**config.mk**
```make
export PLATFORM = sky130hd
export DESIGN_NAME = pwm_peripheral_flat
export DESIGN_NICKNAME = d
export VERILOG_FILES = /design/src/rtl/pwm_peripheral_if.sv /design/src/rtl/pwm_peripheral.sv /design/src/flat_wrapper.sv
export SDC_FILE = /design/constraint.sdc
export NUM_CORES = 1
export LEC_CHECK = 0
export CORE_ASPECT_RATIO = 1.25
export CORE_MARGIN = 4
export CORE_UTILIZATION = 30
export CTS_BUF_LIST = sky130_fd_sc_hd__clkbuf_2 sky130_fd_sc_hd__clkbuf_4 sky130_fd_sc_hd__clkbuf_8
export CTS_CLUSTER_SIZE = 40
export DETAILED_ROUTE_END_ITERATION = 12
export GPL_TIMING_DRIVEN = 0
export HOLD_SLACK_MARGIN = 0.12
export PLACE_DENSITY = 0.57
export SLEW_MARGIN = 0
export SYNTH_ARGS = -nofsm -noshare
export SYNTH_HDL_FRONTEND = slang
export SYNTH_SLANG_ARGS = --single-unit
```
**constraint.sdc**
```tcl
create_clock -name clk -period 2.45 [get_ports clk]
set_input_delay 0.6125 -clock clk [delete_from_list [all_inputs] [get_ports clk]]
set_output_delay 0.6125 -clock clk [all_outputs]
set_load 0.03 [all_outputs]
```
**src/rtl/pwm_peripheral_if.sv**
```systemverilog
// Register-side bundle between the SPI register block and pwm_peripheral.
// master: drives the configuration registers; slave: the PWM peripheral.
interface pwm_peripheral_if;
    logic [7:0]  en_reg_out_7_0;
    logic [7:0]  en_reg_out_15_8;
    logic [7:0]  en_reg_pwm_7_0;
    logic [7:0]  en_reg_pwm_15_8;
    logic [7:0]  pwm_duty_cycle;
    logic [15:0] out;
    logic        period_strobe;

    modport master (
        output en_reg_out_7_0,
        output en_reg_out_15_8,
        output en_reg_pwm_7_0,
        output en_reg_pwm_15_8,
        output pwm_duty_cycle,
        input  out,
        input  period_strobe
    );

    modport slave (
        input  en_reg_out_7_0,
        input  en_reg_out_15_8,
        input  en_reg_pwm_7_0,
        input  en_reg_pwm_15_8,
        input  pwm_duty_cycle,
        output out,
        output period_strobe
    );
endinterface

```
**src/rtl/pwm_peripheral.sv**
```systemverilog
// 16-pin output driver: each pin is forced low, forced high, or follows one
// shared 8-bit PWM waveform. CLK_DIV clk cycles per PWM counter step.
// Optional macro PWM_DUTY_SHADOW_EN: when defined, the duty value is latched
// only at the 255->0 period wrap (glitch-free duty updates); when undefined
// the duty input is used directly and mid-period changes take effect at once.
module pwm_peripheral #(
    parameter int unsigned CLK_DIV = 13
) (
    input  logic             clk,
    input  logic             rst,
    pwm_peripheral_if.slave  bus
);

    localparam int unsigned PRE_W = (CLK_DIV > 1) ? $clog2(CLK_DIV) : 1;
    localparam logic [PRE_W-1:0] PRE_MAX = PRE_W'(CLK_DIV - 1);

    logic [PRE_W-1:0] pre;
    logic [7:0]       cnt;
    logic [7:0]       duty_act;
    logic [15:0]      out_q;
    logic             strobe_q;

    logic             tick_c;
    logic             wrap_c;
    logic             pwm_sig_c;
    logic [15:0]      en_out_c;
    logic [15:0]      en_pwm_c;
    logic [15:0]      out_nxt_c;

    // Step/wrap decode, waveform compare and per-pin output selection
    always_comb begin
        tick_c    = (pre == PRE_MAX);
        wrap_c    = tick_c && (cnt == 8'hFF);
        pwm_sig_c = (duty_act == 8'hFF) || (cnt < duty_act);
        en_out_c  = {bus.en_reg_out_15_8, bus.en_reg_out_7_0};
        en_pwm_c  = {bus.en_reg_pwm_15_8, bus.en_reg_pwm_7_0};
        out_nxt_c = en_out_c & (~en_pwm_c | {16{pwm_sig_c}});
    end

    // Prescaler and 8-bit PWM counter; counter advances once per prescaler wrap
    always_ff @(posedge clk) begin
        if (rst) begin
            pre <= '0;
            cnt <= '0;
        end else if (tick_c) begin
            pre <= '0;
            cnt <= cnt + 8'd1;
        end else begin
            pre <= pre + PRE_W'(1);
        end
    end

`ifdef PWM_DUTY_SHADOW_EN
    // Shadowed duty: take the new request only on the last step of a period
    always_ff @(posedge clk) begin
        if (rst) begin
            duty_act <= '0;
        end else if (wrap_c) begin
            duty_act <= bus.pwm_duty_cycle;
        end
    end
`else
    // Unshadowed duty: compare directly against the requested value
    always_comb begin
        duty_act = bus.pwm_duty_cycle;
    end
`endif

    // Registered pin drive and start-of-period pulse
    always_ff @(posedge clk) begin
        if (rst) begin
            out_q    <= '0;
            strobe_q <= 1'b0;
        end else begin
            out_q    <= out_nxt_c;
            strobe_q <= wrap_c;
        end
    end

    assign bus.out           = out_q;
    assign bus.period_strobe = strobe_q;

endmodule

```
**src/flat_wrapper.sv**
```systemverilog
// flat-port wrapper written by rule: the top's interface ports become plain ports
module pwm_peripheral_flat 
#(
    parameter int unsigned CLK_DIV = 13
)
  (clk, rst, bus_en_reg_out_7_0, bus_en_reg_out_15_8, bus_en_reg_pwm_7_0, bus_en_reg_pwm_15_8, bus_pwm_duty_cycle, bus_out, bus_period_strobe);
  pwm_peripheral_if bus_i ();
  input  logic clk;
  input  logic rst;
  input wire logic [$bits(bus_i.en_reg_out_7_0)-1:0] bus_en_reg_out_7_0;
  input wire logic [$bits(bus_i.en_reg_out_15_8)-1:0] bus_en_reg_out_15_8;
  input wire logic [$bits(bus_i.en_reg_pwm_7_0)-1:0] bus_en_reg_pwm_7_0;
  input wire logic [$bits(bus_i.en_reg_pwm_15_8)-1:0] bus_en_reg_pwm_15_8;
  input wire logic [$bits(bus_i.pwm_duty_cycle)-1:0] bus_pwm_duty_cycle;
  output wire logic [$bits(bus_i.out)-1:0] bus_out;
  output wire logic [$bits(bus_i.period_strobe)-1:0] bus_period_strobe;
  assign bus_i.en_reg_out_7_0 = bus_en_reg_out_7_0;
  assign bus_i.en_reg_out_15_8 = bus_en_reg_out_15_8;
  assign bus_i.en_reg_pwm_7_0 = bus_en_reg_pwm_7_0;
  assign bus_i.en_reg_pwm_15_8 = bus_en_reg_pwm_15_8;
  assign bus_i.pwm_duty_cycle = bus_pwm_duty_cycle;
  assign bus_out = bus_i.out;
  assign bus_period_strobe = bus_i.period_strobe;
  pwm_peripheral #(.CLK_DIV(CLK_DIV)) u_core (.clk(clk), .rst(rst), .bus(bus_i));
endmodule
```
# Yosys cells after proc, flatten, opt, wreduce, memory -nomap -nowiden
# Index checks and enable logic that the tools add are counted.
dict set report word_totals {
  reg_bits 29
  out_inout_bits 17
  elab_cells 16
  inputBits 42
}
dict set report op_classes {
  n_reduce_logical 3
  n_addsub 2
  order_cmp 1
  n_eq_ne 3
  bitwise 3
}
# cell n
set ops {}
lappend ops {{$and A16 B16 Y16} 1}
lappend ops {{$eq A8 B8 Y1 const B} 2}
lappend ops {{$not A16 Y16} 1}
lappend ops {{$or A16 B16 Y16} 1}
lappend ops {{$add A8 B1 Y8 const B} 1}
lappend ops {{$lt A8 B8 Y1} 1}
lappend ops {{$add A4 B1 Y4 const B} 1}
lappend ops {{$eq A4 B4 Y1 const B} 1}
lappend ops {{$reduce_or A2 Y1} 1}
lappend ops {{$logic_and A1 B1 Y1} 1}
lappend ops {{$logic_or A1 B1 Y1} 1}

# Depth between registers and ports, before layout
dict set report logic_depth {
  depth_word 4
  depth_mapped 7
  mapped_depth_nobuf 6
}

# Worst setup path before layout
# OpenSTA, ideal clock, no wires.
dict set report synth_timing {
  path_type {input port to flip-flop}
  from {input port bus_pwm_duty_cycle[6]}
  to {register u_core.out_q[0], in the netlist u_core.bus.out[0]}
  cell_stages 7
  required_time_ps 2334
  slack_ps 509
  setup_time_ps 116
  arrival_time_ps 1825
  path_buffers 1
  cell_sequence {inv_1 ha_1 and4_1 o21ai_1 o32ai_4 buf_6 a21oi_2}
}
dict set report synth_between {
  elab_chain_len 4
}
# item line
set synth_rtl {}
lappend synth_rtl {{from (decl)} flat_wrapper.sv:14} ;# input wire logic [$bits(bus_i.pwm_duty_cycle)-1:0] bus_pwm_duty_cycle;
lappend synth_rtl {{$lt A8 B8 Y1 or $eq A8 B8 Y1 (tied branches)} pwm_peripheral.sv:34} ;# pwm_sig_c = (duty_act == 8'hFF) || (cnt < duty_act);
lappend synth_rtl {{$logic_or A1 B1 Y1 *} pwm_peripheral.sv:34}
lappend synth_rtl {{$or A16 B16 Y16 *} pwm_peripheral.sv:37} ;# out_nxt_c = en_out_c & (~en_pwm_c | {16{pwm_sig_c}});
lappend synth_rtl {{$and A16 B16 Y16 *} pwm_peripheral.sv:37}
lappend synth_rtl {{to (signal assigned)} pwm_peripheral.sv:75} ;# out_q <= out_nxt_c;
lappend synth_rtl {{to (decl)} pwm_peripheral.sv:20} ;# logic [15:0] out_q;
# Mark *: on every way between the ends. The rest lies on a longest branch, timed or not.
# A chain may end at the register's enable or synchronous reset.

# Worst setup path after layout
dict set report layout_timing {
  from {input port bus_pwm_duty_cycle[6]}
  to {register u_core.out_q[5], in the netlist u_core.bus.out[5]}
}
# Same word-level chain as after synthesis.

==> results.toml <==
[grt]
grt_max_degree = 11
antenna_found_initial = 0
grt_pass1_wl_mm = 5.38
grt_remaining_overflow = 0
grt_pass1_vias = 1251
grt_use_total_pct = 12.4

[timing]
finalCritPeriodShare_pct = 90.2
drv_slew = 0
setup-violations-final = 0
fin_crit_ns = 2.21
max_freq_mhz = 453
rsz0062_at_grt = "no"
hold_viol = 0
tightest_slew_ns = 0.417
slew_headroom_pct = 72.2
worst_hold_slack_ns = 0.503
fin_skew_ns = 0.00730

[logic_synthesis]
synthArstFlopShare_pct = 0
ys.warnings.count = 0
synthCells = 137
synth_nets = 189
synth_cell_types = 31
syn-mean-instance-area_um2 = 9.84
yosys_most_used_dff = "dfxtp_1"
synth_top_area_share_pct = 43.1
synth_area_leaders = "dfxtp_1 43%, ha_1 9.3%, nand2b_1 7.4%, a21oi_2 6.5%, a21oi_1 3.7%"
ys_seq_area_share_pct = 43.1
yosys.area.top_type = "dfxtp_1"
synth-edff-count = 0
synth-seq-cells = 29
syn_area_mm2 = 0.00135

[floorplan]
dieHeight_um = 82.9
num_io_pins = 59
core_mm2 = 0.00439
dieArea_mm2 = 0.00563
die_x_um = 67.9
rows = 27
start_util_pct = 30.7

[clock_network]
clk-insertion-delay-late_ns = 0.28
cts_tree = "done"
cts_buffers = 5
clkSlewWorstSetupHoldPaths_ns = 0.07
cts_resized = 0
h-tree-depth = 2
clk_path_buf_depth = 2
cts_sinks = 29
ctsRootBufferMaster = "clkbuf_8"

[detailed_routing]
wl_per_cell_um = 12.2
dr.first_iter.drc_count = 31
first_pass_iters = 4
drtAntennaViolNets = 0
drc = 0
via_per_inst = 4.56
wl_mm = 3.18
vias = 1190

[critical_path]
cp_max_fo = 10
critPathCaptureType = "flip-flop"
critPathArrivalTime_ns = 2.38
cp.required_ns = 2.62
critPathKind = "in2reg"
start_kind = "input pin"

[power_and_ir_drop]
power_leakage_nw = 0.829
power_density_mw_per_mm2 = 510
ir_worst_vdd_mv = 0.413

[final_layout]
drive_gt1_share_pct = 11.8
fillers = 427
final_common_cell = "clkdlybuf4s50_1"
antenna_cells = 0
layout_common_cells = "57 x clkdlybuf4s50_1, 29 x dfxtp_1, 16 x nand2b_1"
nets = 254
area_growth_pct = 54.7
post-route-util_pct = 47.5
stdcell_count = 261

[place]
place_inst = 252
port_buffers = 57
dpl.hpwl_mm = 2.52
place_congestion = 0.680

[min_path]
hp-class = "reg2reg"

[status]
status = "finished, final reports clean"

[job]
maxCapViolCount = 0
-- final timing paths --
kind	startpoint	end	slack [ns]	cells after the start
worst min register to register	u_core.pre[0]	u_core.pre[0]	0.50	1
worst min-delay path	u_core.pre[0]	u_core.pre[0]	0.50	1
worst max-delay path	bus_pwm_duty_cycle[6]	u_core.bus.out[5]	0.24	8
worst max register to register	u_core.cnt[6]	u_core.bus.out[5]	0.75	6
-- worst max-delay path, stage by stage --
cell and delay, ns:
clkdlybuf4s50_1 0.48, inv_1 0.05, ha_1 0.30, and4_1 0.21, o21ai_1 0.10, o32ai_4 0.33
buf_6 0.22, a21oi_2 0.07
-- power by group --
part	switching [W]	internal [W]	total, W	leakage [nW]
combinational	0.0000754	0.000105	0.000180	0.542
clock	0.000179	0.000207	0.000386	0.0484
sequential	0.00000752	0.000490	0.000498	0.239
total	0.000262	0.000802	0.00106	0.829
-- routing by layer --
metal  GRT usage (%)  part of all wire, %  vias up
met2            19.8                   47       48
met3            6.77                   12        7
met5               0                    0        -
met4            5.42                  2.0        0
met1            13.1                   39      534
li1                -                    -      601
-- logic make-up (layout without fill, tap and decap cells) --
kind of cell	after synthesis	after routing	share of synthesized area [%]
AOI/OAI and AO/OA	28	28	17.3
and+or+nand+nor	47	47	20.2
adders and majority gates	10	10	9.29
buffers and inverters	15	81	4.83
DFF	29	29	43.1
muxes	1	1	0.743
xor gates and xnor gates	7	7	4.55
-- through the flow --
step | setup slack, ns | power, W | area, um^2 | setup TNS [ns]
finish | 0.241 | 0.00106 | 2080 | 0
global route | 0.135 | 0.00111 | 2080 | 0
CTS | 0.0978 | 0.00108 | 2080 | 0
detailed placement | -0.188 | 0.000690 | 1990 | -1.92
global placement | -0.165 | 0.000686 | 1990 | -1.64
floorplan | 0.509 | 0.000583 | 1350 | 0
-- synth_stat cells (2+ instances only) --
cell type	instances
dfxtp_1	29
nand2b_1	16
a21oi_1	10
a21oi_2	10
ha_1	10
inv_1	10
nor2_1	9
nand4_1	6
nor3_1	4
xnor2_1	4
clkbuf_1	3
nand2_1	3
xor2_1	3
and3_1	2
o21ai_0	2
-- sequential cells by signal, indices dropped and copies added (netlist names) --
register / cells
u_core.bus.out: 16
u_core.cnt: 8
u_core.pre: 4
u_core.bus.period_strobe: 1
-- what timing repair did --
item                       CTS  global route
setup endpoints to repair    0            10
setup buffers                0             1
hold buffers                 0             0
-- area by class of cell --
type,instances,area (um^2),area share [%]
Inverter,10,37.5,1.80
Timing Repair Buffer,58,578,27.7
Tap cell,58,72.6,3.48
Buffer,5,27.5,1.32
Sequential cell,29,581,27.9
Clock inverter,2,10.0,0.480
Multi-Input combinational cell,93,702,33.7
Clock buffer,6,76.3,3.66
No activity file was read; power rests on OpenSTA's default activity.
